**config.mk**
```make
export PLATFORM = sky130hd
export DESIGN_NAME = alu_mc_flat
export DESIGN_NICKNAME = d
export VERILOG_FILES = /design/src/rtl/alu_mc_if.sv /design/src/rtl/alu_mc.sv /design/src/flat_wrapper.sv
export SDC_FILE = /design/constraint.sdc
export NUM_CORES = 1
export LEC_CHECK = 0
export BUFFER_PORTS_ARGS = -buffer_cell sky130_fd_sc_hd__buf_2
export CORE_MARGIN = 4
export CORE_UTILIZATION = 60
export DETAILED_ROUTE_END_ITERATION = 8
export HOLD_SLACK_MARGIN = 0.08
export PLACE_DENSITY = 0.92
export SYNTH_ARGS = -nofsm -noshare
export SYNTH_HDL_FRONTEND = slang
export SYNTH_SLANG_ARGS = --single-unit
```
**constraint.sdc**
```tcl
create_clock -name clock -period 6.3 [get_ports clock]
set_input_delay 0.63 -clock clock [delete_from_list [all_inputs] [get_ports clock]]
set_output_delay 0.63 -clock clock [all_outputs]
set_load 0.1 [all_outputs]
```
**src/rtl/alu_mc_if.sv**
```systemverilog
// alu_mc_if: operand/function issue channel and result/flag channel for alu_mc.
// master = issuer/consumer side, slave = the ALU.
interface alu_mc_if #(
  parameter int N = 32
);
  logic         in_valid;
  logic         in_ready;
  logic [N-1:0] A;
  logic [N-1:0] B;
  logic [5:0]   ALUfn;
  logic         out_valid;
  logic         out_ready;
  logic [N-1:0] R;
  logic         FlagZ;
  logic         FlagN;
  logic         FlagC;
  logic         FlagV;
  logic         busy;

  modport master (
    output in_valid, A, B, ALUfn, out_ready,
    input  in_ready, out_valid, R, FlagZ, FlagN, FlagC, FlagV, busy
  );

  modport slave (
    input  in_valid, A, B, ALUfn, out_ready,
    output in_ready, out_valid, R, FlagZ, FlagN, FlagC, FlagV, busy
  );
endinterface

```
**src/rtl/alu_mc.sv**
```systemverilog
// alu_mc: handshaked ALU with registered result and Z/N/C/V flags.
// Define ALU_MC_MUL_EN to add the iterative N-cycle shift-add multiplier.
module alu_mc #(
  parameter int N = 32
) (
  input  logic    clock,
  input  logic    reset_n,
  alu_mc_if.slave bus
);
  // state | meaning
  // IDLE  | accepting ops; single-cycle results load on the accept edge
  // MUL   | multiplier iterating, counter runs 0..N-1

  localparam int SW = $clog2(N);

  logic [N-1:0] r_q;
  logic         z_q, n_q, c_q, v_q;
  logic         out_valid_q;
  logic         in_ready_c;
  logic         accept;

  logic         math, shft, bool1, bool0, sub_eff;
  logic [N-1:0] b_eff, sum, alu_r;
  logic [N:0]   sum_ext;
  logic         cout, ovf, lt, alu_c, alu_v;
  logic [SW-1:0] shamt;

  assign math  = bus.ALUfn[0];
  assign shft  = bus.ALUfn[1];
  assign bool0 = bus.ALUfn[2];
  assign bool1 = bus.ALUfn[3];
  // compare always subtracts, whatever the subtract bit says
  assign sub_eff = bus.ALUfn[4] | (shft & math);
  assign b_eff   = sub_eff ? ~bus.B : bus.B;
  assign sum_ext = {1'b0, bus.A} + {1'b0, b_eff} + {{N{1'b0}}, sub_eff};
  assign sum     = sum_ext[N-1:0];
  assign cout    = sum_ext[N];
  assign ovf     = (bus.A[N-1] == b_eff[N-1]) && (sum[N-1] != bus.A[N-1]);
  assign lt      = bool0 ? ~cout : (sum[N-1] ^ ovf);
  assign shamt   = bus.A[SW-1:0];
  assign alu_c   = math ? cout : 1'b0;
  assign alu_v   = math ? ovf : 1'b0;

  always_comb begin
    alu_r = '0;
    case ({shft, math})
      2'b01: alu_r = sum;
      2'b10: begin
        if (!bool1)      alu_r = bus.B << shamt;
        else if (!bool0) alu_r = bus.B >> shamt;
        else             alu_r = $signed(bus.B) >>> shamt;
      end
      2'b00: begin
        case ({bool1, bool0})
          2'b00:   alu_r = bus.A & bus.B;
          2'b01:   alu_r = bus.A | bus.B;
          2'b10:   alu_r = bus.A ^ bus.B;
          default: alu_r = ~(bus.A | bus.B);
        endcase
      end
      default: alu_r = {{(N-1){1'b0}}, lt};
    endcase
  end

  assign accept = bus.in_valid && in_ready_c;

`ifdef ALU_MC_MUL_EN
  localparam int CW = $clog2(N) + 1;
  localparam logic [CW-1:0] LAST = CW'(N - 1);

  typedef enum logic {IDLE, MUL} state_t;
  state_t        state;
  logic [N-1:0]  acc, mcand, mplier, acc_next;
  logic [CW-1:0] cnt;
  logic          busy_q;

  assign acc_next   = acc + (mplier[0] ? mcand : '0);
  assign in_ready_c = (state == IDLE) && (!out_valid_q || bus.out_ready);

  always_ff @(posedge clock or negedge reset_n) begin
    if (!reset_n) begin
      state       <= IDLE;
      acc         <= '0;
      mcand       <= '0;
      mplier      <= '0;
      cnt         <= '0;
      busy_q      <= 1'b0;
      out_valid_q <= 1'b0;
      r_q         <= '0;
      z_q         <= 1'b0;
      n_q         <= 1'b0;
      c_q         <= 1'b0;
      v_q         <= 1'b0;
    end else begin
      if (out_valid_q && bus.out_ready) out_valid_q <= 1'b0;
      case (state)
        IDLE: begin
          if (accept) begin
            if (bus.ALUfn[5]) begin
              state  <= MUL;
              acc    <= '0;
              mcand  <= bus.A;
              mplier <= bus.B;
              cnt    <= '0;
              busy_q <= 1'b1;
            end else begin
              r_q         <= alu_r;
              z_q         <= ~|alu_r;
              n_q         <= alu_r[N-1];
              c_q         <= alu_c;
              v_q         <= alu_v;
              out_valid_q <= 1'b1;
            end
          end
        end
        default: begin
          acc    <= acc_next;
          mcand  <= mcand << 1;
          mplier <= mplier >> 1;
          if (cnt == LAST) begin
            state       <= IDLE;
            cnt         <= '0;
            busy_q      <= 1'b0;
            r_q         <= acc_next;
            z_q         <= ~|acc_next;
            n_q         <= acc_next[N-1];
            c_q         <= 1'b0;
            v_q         <= 1'b0;
            out_valid_q <= 1'b1;
          end else begin
            cnt <= cnt + 1'b1;
          end
        end
      endcase
    end
  end

  assign bus.busy = busy_q;
`else
  logic unused_mul_sel;
  assign unused_mul_sel = bus.ALUfn[5];
  assign in_ready_c     = !out_valid_q || bus.out_ready;

  always_ff @(posedge clock or negedge reset_n) begin
    if (!reset_n) begin
      out_valid_q <= 1'b0;
      r_q         <= '0;
      z_q         <= 1'b0;
      n_q         <= 1'b0;
      c_q         <= 1'b0;
      v_q         <= 1'b0;
    end else if (accept) begin
      r_q         <= alu_r;
      z_q         <= ~|alu_r;
      n_q         <= alu_r[N-1];
      c_q         <= alu_c;
      v_q         <= alu_v;
      out_valid_q <= 1'b1;
    end else if (out_valid_q && bus.out_ready) begin
      out_valid_q <= 1'b0;
    end
  end

  assign bus.busy = 1'b0;
`endif

  assign bus.in_ready  = in_ready_c;
  assign bus.out_valid = out_valid_q;
  assign bus.R         = r_q;
  assign bus.FlagZ     = z_q;
  assign bus.FlagN     = n_q;
  assign bus.FlagC     = c_q;
  assign bus.FlagV     = v_q;
endmodule

```
**src/flat_wrapper.sv**
```systemverilog
// flat-port wrapper written by rule: the top's interface ports become plain ports
module alu_mc_flat 
#(
  parameter int N = 32
)
  (clock, reset_n, bus_in_valid, bus_A, bus_B, bus_ALUfn, bus_out_ready, bus_in_ready, bus_out_valid, bus_R, bus_FlagZ, bus_FlagN, bus_FlagC, bus_FlagV, bus_busy);
  alu_mc_if #(.N(N)) bus_i ();
  input  logic clock;
  input  logic reset_n;
  input wire logic [$bits(bus_i.in_valid)-1:0] bus_in_valid;
  input wire logic [$bits(bus_i.A)-1:0] bus_A;
  input wire logic [$bits(bus_i.B)-1:0] bus_B;
  input wire logic [$bits(bus_i.ALUfn)-1:0] bus_ALUfn;
  input wire logic [$bits(bus_i.out_ready)-1:0] bus_out_ready;
  output wire logic [$bits(bus_i.in_ready)-1:0] bus_in_ready;
  output wire logic [$bits(bus_i.out_valid)-1:0] bus_out_valid;
  output wire logic [$bits(bus_i.R)-1:0] bus_R;
  output wire logic [$bits(bus_i.FlagZ)-1:0] bus_FlagZ;
  output wire logic [$bits(bus_i.FlagN)-1:0] bus_FlagN;
  output wire logic [$bits(bus_i.FlagC)-1:0] bus_FlagC;
  output wire logic [$bits(bus_i.FlagV)-1:0] bus_FlagV;
  output wire logic [$bits(bus_i.busy)-1:0] bus_busy;
  assign bus_i.in_valid = bus_in_valid;
  assign bus_i.A = bus_A;
  assign bus_i.B = bus_B;
  assign bus_i.ALUfn = bus_ALUfn;
  assign bus_i.out_ready = bus_out_ready;
  assign bus_in_ready = bus_i.in_ready;
  assign bus_out_valid = bus_i.out_valid;
  assign bus_R = bus_i.R;
  assign bus_FlagZ = bus_i.FlagZ;
  assign bus_FlagN = bus_i.FlagN;
  assign bus_FlagC = bus_i.FlagC;
  assign bus_FlagV = bus_i.FlagV;
  assign bus_busy = bus_i.busy;
  alu_mc #(.N(N)) u_core (.clock(clock), .reset_n(reset_n), .bus(bus_i));
endmodule
```
==> results.py <==
metrics = {
    "critical_path": {
        "crit-reg2reg-capture": "u_core.bus.FlagZ",
        "crit_required_ns": 6.52,
        "rrSetupSlack_ns": 2.87,
        "rr_worst_depth": 11,
        "worstSetupPathType": "in2reg",
        "critPathArrivalTime_ns": 5.01,
        "cp_max_fo": 19,
        "r2r_start": "u_core.bus.out_valid",
        "worst_setup_path_start_kind": "input port",
        "worstSetupEndpointType": "flop",
    },
    "clock_tree": {
        "cts_tree": "done",
        "insertion_delay_ns": 0.28,
        "cts_hold_buf": 0,
        "cts_made_buffers": 5,
        "clkTransAtPathRegs_ns": 0.06,
        "cts.repair.resized": 0,
        "cts_sinks": 36,
        "clock_tree.buffer_depth": 2,
        "postCtsSetupBuffers": 0,
        "cts_root_buf": "clkbuf_16",
        "htree_levels": 2,
    },
    "floorplanning": {
        "core.rowCount": 49,
        "die_width_microns": 145,
        "die_h_microns": 145,
        "pin_count": 113,
        "die_area_sq_mm": 0.0210,
        "core_area_sq_mm": 0.0182,
        "initial_core_util_pct": 61.7,
    },
    "global_route": {
        "grt_pass1_vias": 12200,
        "antenna_found_initial": 1,
        "grt.total_usage_pct": 45.9,
        "grt_overflow": 0,
        "grt_pass1_wl_microns": 73200,
        "grt_max_degree": 82,
    },
    "pwr": {
        "ir_worst_vdd_mv": 0.233,
        "total_power_uw": 2110,
        "power.density_mw_per_mm2": 179,
        "leakagePower_uw": 0.00521,
    },
    "place": {
        "post-dp-hpwl_microns": 37600,
        "gp_congestion": 1.12,
        "io_buffers": 110,
        "postPlaceCellArea_sq_mm": 0.0117,
        "pre_cts_ws_ns": 1.34,
    },
    "route": {
        "via_per_inst": 7.45,
        "via_count": 13200,
        "postRouteAntennaNets": 0,
        "dr.pass1.iters": 7,
        "drt_iter0_drc": 2045,
        "avgRoutedWirePerCell_microns": 28.1,
        "routed_wl_microns": 49900,
        "drc_errors": 0,
    },
    "synth": {
        "synth_compound_area_share_pct": 27.6,
        "synth_largest_area_cell": "ha_1",
        "synthAdderAreaFrac_pct": 11.6,
        "yosys-top-cells-count": "nand2_1, a21oi_1, nor2_1",
        "synth-main-ff-cell": "dfrtp_1",
        "synthTopCellsByArea": "ha_1, dfrtp_1, mux2i_1",
        "avgSynthCellArea_sq_um": 7.30,
        "yosysTopAreaCellShare_pct": 11.5,
        "synth-edff-count": 0,
        "synthSimpleGateAreaFrac_pct": 18.9,
        "synth_top_family_by_area": "compound AO/OA/AOI/OAI gates",
        "syn_area_sq_mm": 0.0112,
        "yosysWarnings": 0,
        "synth_cells": 1539,
        "synthMuxAreaShare_pct": 18.4,
        "ys_types": 85,
        "synth-seq-area-share_pct": 8.02,
        "yosysMostFrequentCell": "nand2_1",
        "ys_ff_latch": 36,
        "synth-xor-area-share_pct": 6.63,
        "synth_fp_nets": 1717,
        "async_flop_share_pct": 100,
    },
    "hold_path": {
        "hp-class": "in2async",
    },
    "final_layout": {
        "final_layout_size_suffix_gt1_share_pct": 15.7,
        "antennaDiodeCount": 0,
        "stdcell_area_sq_mm": 0.0118,
        "layout-area-overhead-vs-synth_pct": 4.99,
        "final_nets": 1724,
        "final_core_util_pct": 64.8,
        "fill_cells": 1607,
    },
    "sta": {
        "final_max_slew_viol_count": 0,
        "maxSlewHeadroom_pct": 21.0,
        "period_minus_slack_ns": 4.78,
        "clock_skew_ns": 0.00188,
        "fin_crit_sh_pct": 75.9,
        "hold_viol": 0,
        "tns_ns": 0,
        "timing.fmax_ghz": 0.209,
        "grt_setup_unrepaired": "false",
        "setup_violations": 0,
        "worst_slew_pin_slew_ns": 1.17,
        "layout_setup_ws_ns": 1.52,
    },
    "job": {
        "cap_viol_max_count": 0,
    },
    "outcome": {
        "outcome": "finished clean",
    },
}
==> where the power goes <==
group	total (uW)	internal (uW)	switching, uW
clock	236	144	92.7
sequential	297	274	23.0
combinational	1580	447	1130
total	2110	865	1240
==> worst max-delay path by stage <==
| stage | depth (start not counted) | to | slack, ns | from |
|---|---|---|---|---|
| 4_1_cts | 17 | u_core.bus.FlagZ | 1.62 | bus_ALUfn[0] |
| 3_3_place_gp | 17 | u_core.bus.FlagZ | 1.40 | bus_ALUfn[0] |
| 6_report | 17 | u_core.bus.FlagZ | 1.52 | bus_ALUfn[0] |
| 2_1_floorplan | 18 | u_core.bus.FlagZ | 1.32 | bus_ALUfn[1] |
| 3_5_place_dp | 17 | u_core.bus.FlagZ | 1.34 | bus_ALUfn[0] |
| 5_1_grt | 17 | u_core.bus.FlagZ | 1.22 | bus_ALUfn[0] |
==> stage by stage <==
stage,hold slack (ns),instances
2_1_floorplan,0.334,1539
5_1_grt,0.499,1775
3_3_place_gp,0.456,1768
3_5_place_dp,0.467,1768
6_report,0.438,1775
4_1_cts,0.466,1775
==> routing by layer <==
layer	track usage [%]	up-vias	wire, microns
met3	13.9	297	7140
met1	60.3	6139	18500
met5	0	-	13
met4	25.6	2	3850
met2	66.7	1124	20400
li1	-	5668	-
==> registers in the layout, indices dropped and copies added (netlist names) <==
register              count
u_core.bus.R             31
u_core.bus.FlagC          1
u_core.bus.FlagN          1
u_core.bus.FlagV          1
u_core.bus.FlagZ          1
u_core.bus.out_valid      1
==> cell type report <==
class	count	area, sq um	share of cell area [%]
clock inverter	1	5.00	0.0424
multi-input combinational	1284	9370	79.4
inverter	78	293	2.48
timing repair buffer	141	816	6.91
sequential	36	901	7.64
clock buffer	6	129	1.09
tap	229	287	2.43
==> cell families after synthesis <==
kind of cell    after synthesis
compound gates              474
simple gates                459
buf+inv                     219
mux                         161
fa+ha+maj                   104
xor+xnor                     85
flops                        36
other cells                   1
==> layout by cell type (no fill, tap or decap), types with 36 or more instances in the layout <==
cell | Yosys | layout
nand2_1 | 186 | 186
a21oi_1 | 116 | 115
buf_2 | 35 | 107
nor2_1 | 104 | 104
ha_1 | 103 | 103
o21ai_0 | 100 | 100
mux2i_1 | 80 | 80
inv_1 | 75 | 75
xnor2_1 | 56 | 56
mux2_2 | 46 | 46
a211oi_1 | 45 | 45
nand3_1 | 36 | 36
dfrtp_1 | 36 | 36
==> worst max-delay path: stages <==
cell and delay (ns):
buf_2 0.13, a21oi_4 0.49, buf_4 0.45, xnor2_1 0.11, ha_1 0.43, nand3_1 0.17, nor3_1 0.37, o21ai_0 0.19
a211oi_1 0.21, buf_4 0.19, mux2_1 0.34, or4_1 0.47, nor2b_1 0.13, and4_1 0.19, nand3_1 0.10, nor4_2 0.18
a41o_1 0.19
Note: power is estimated with default switching activity, not from simulation.
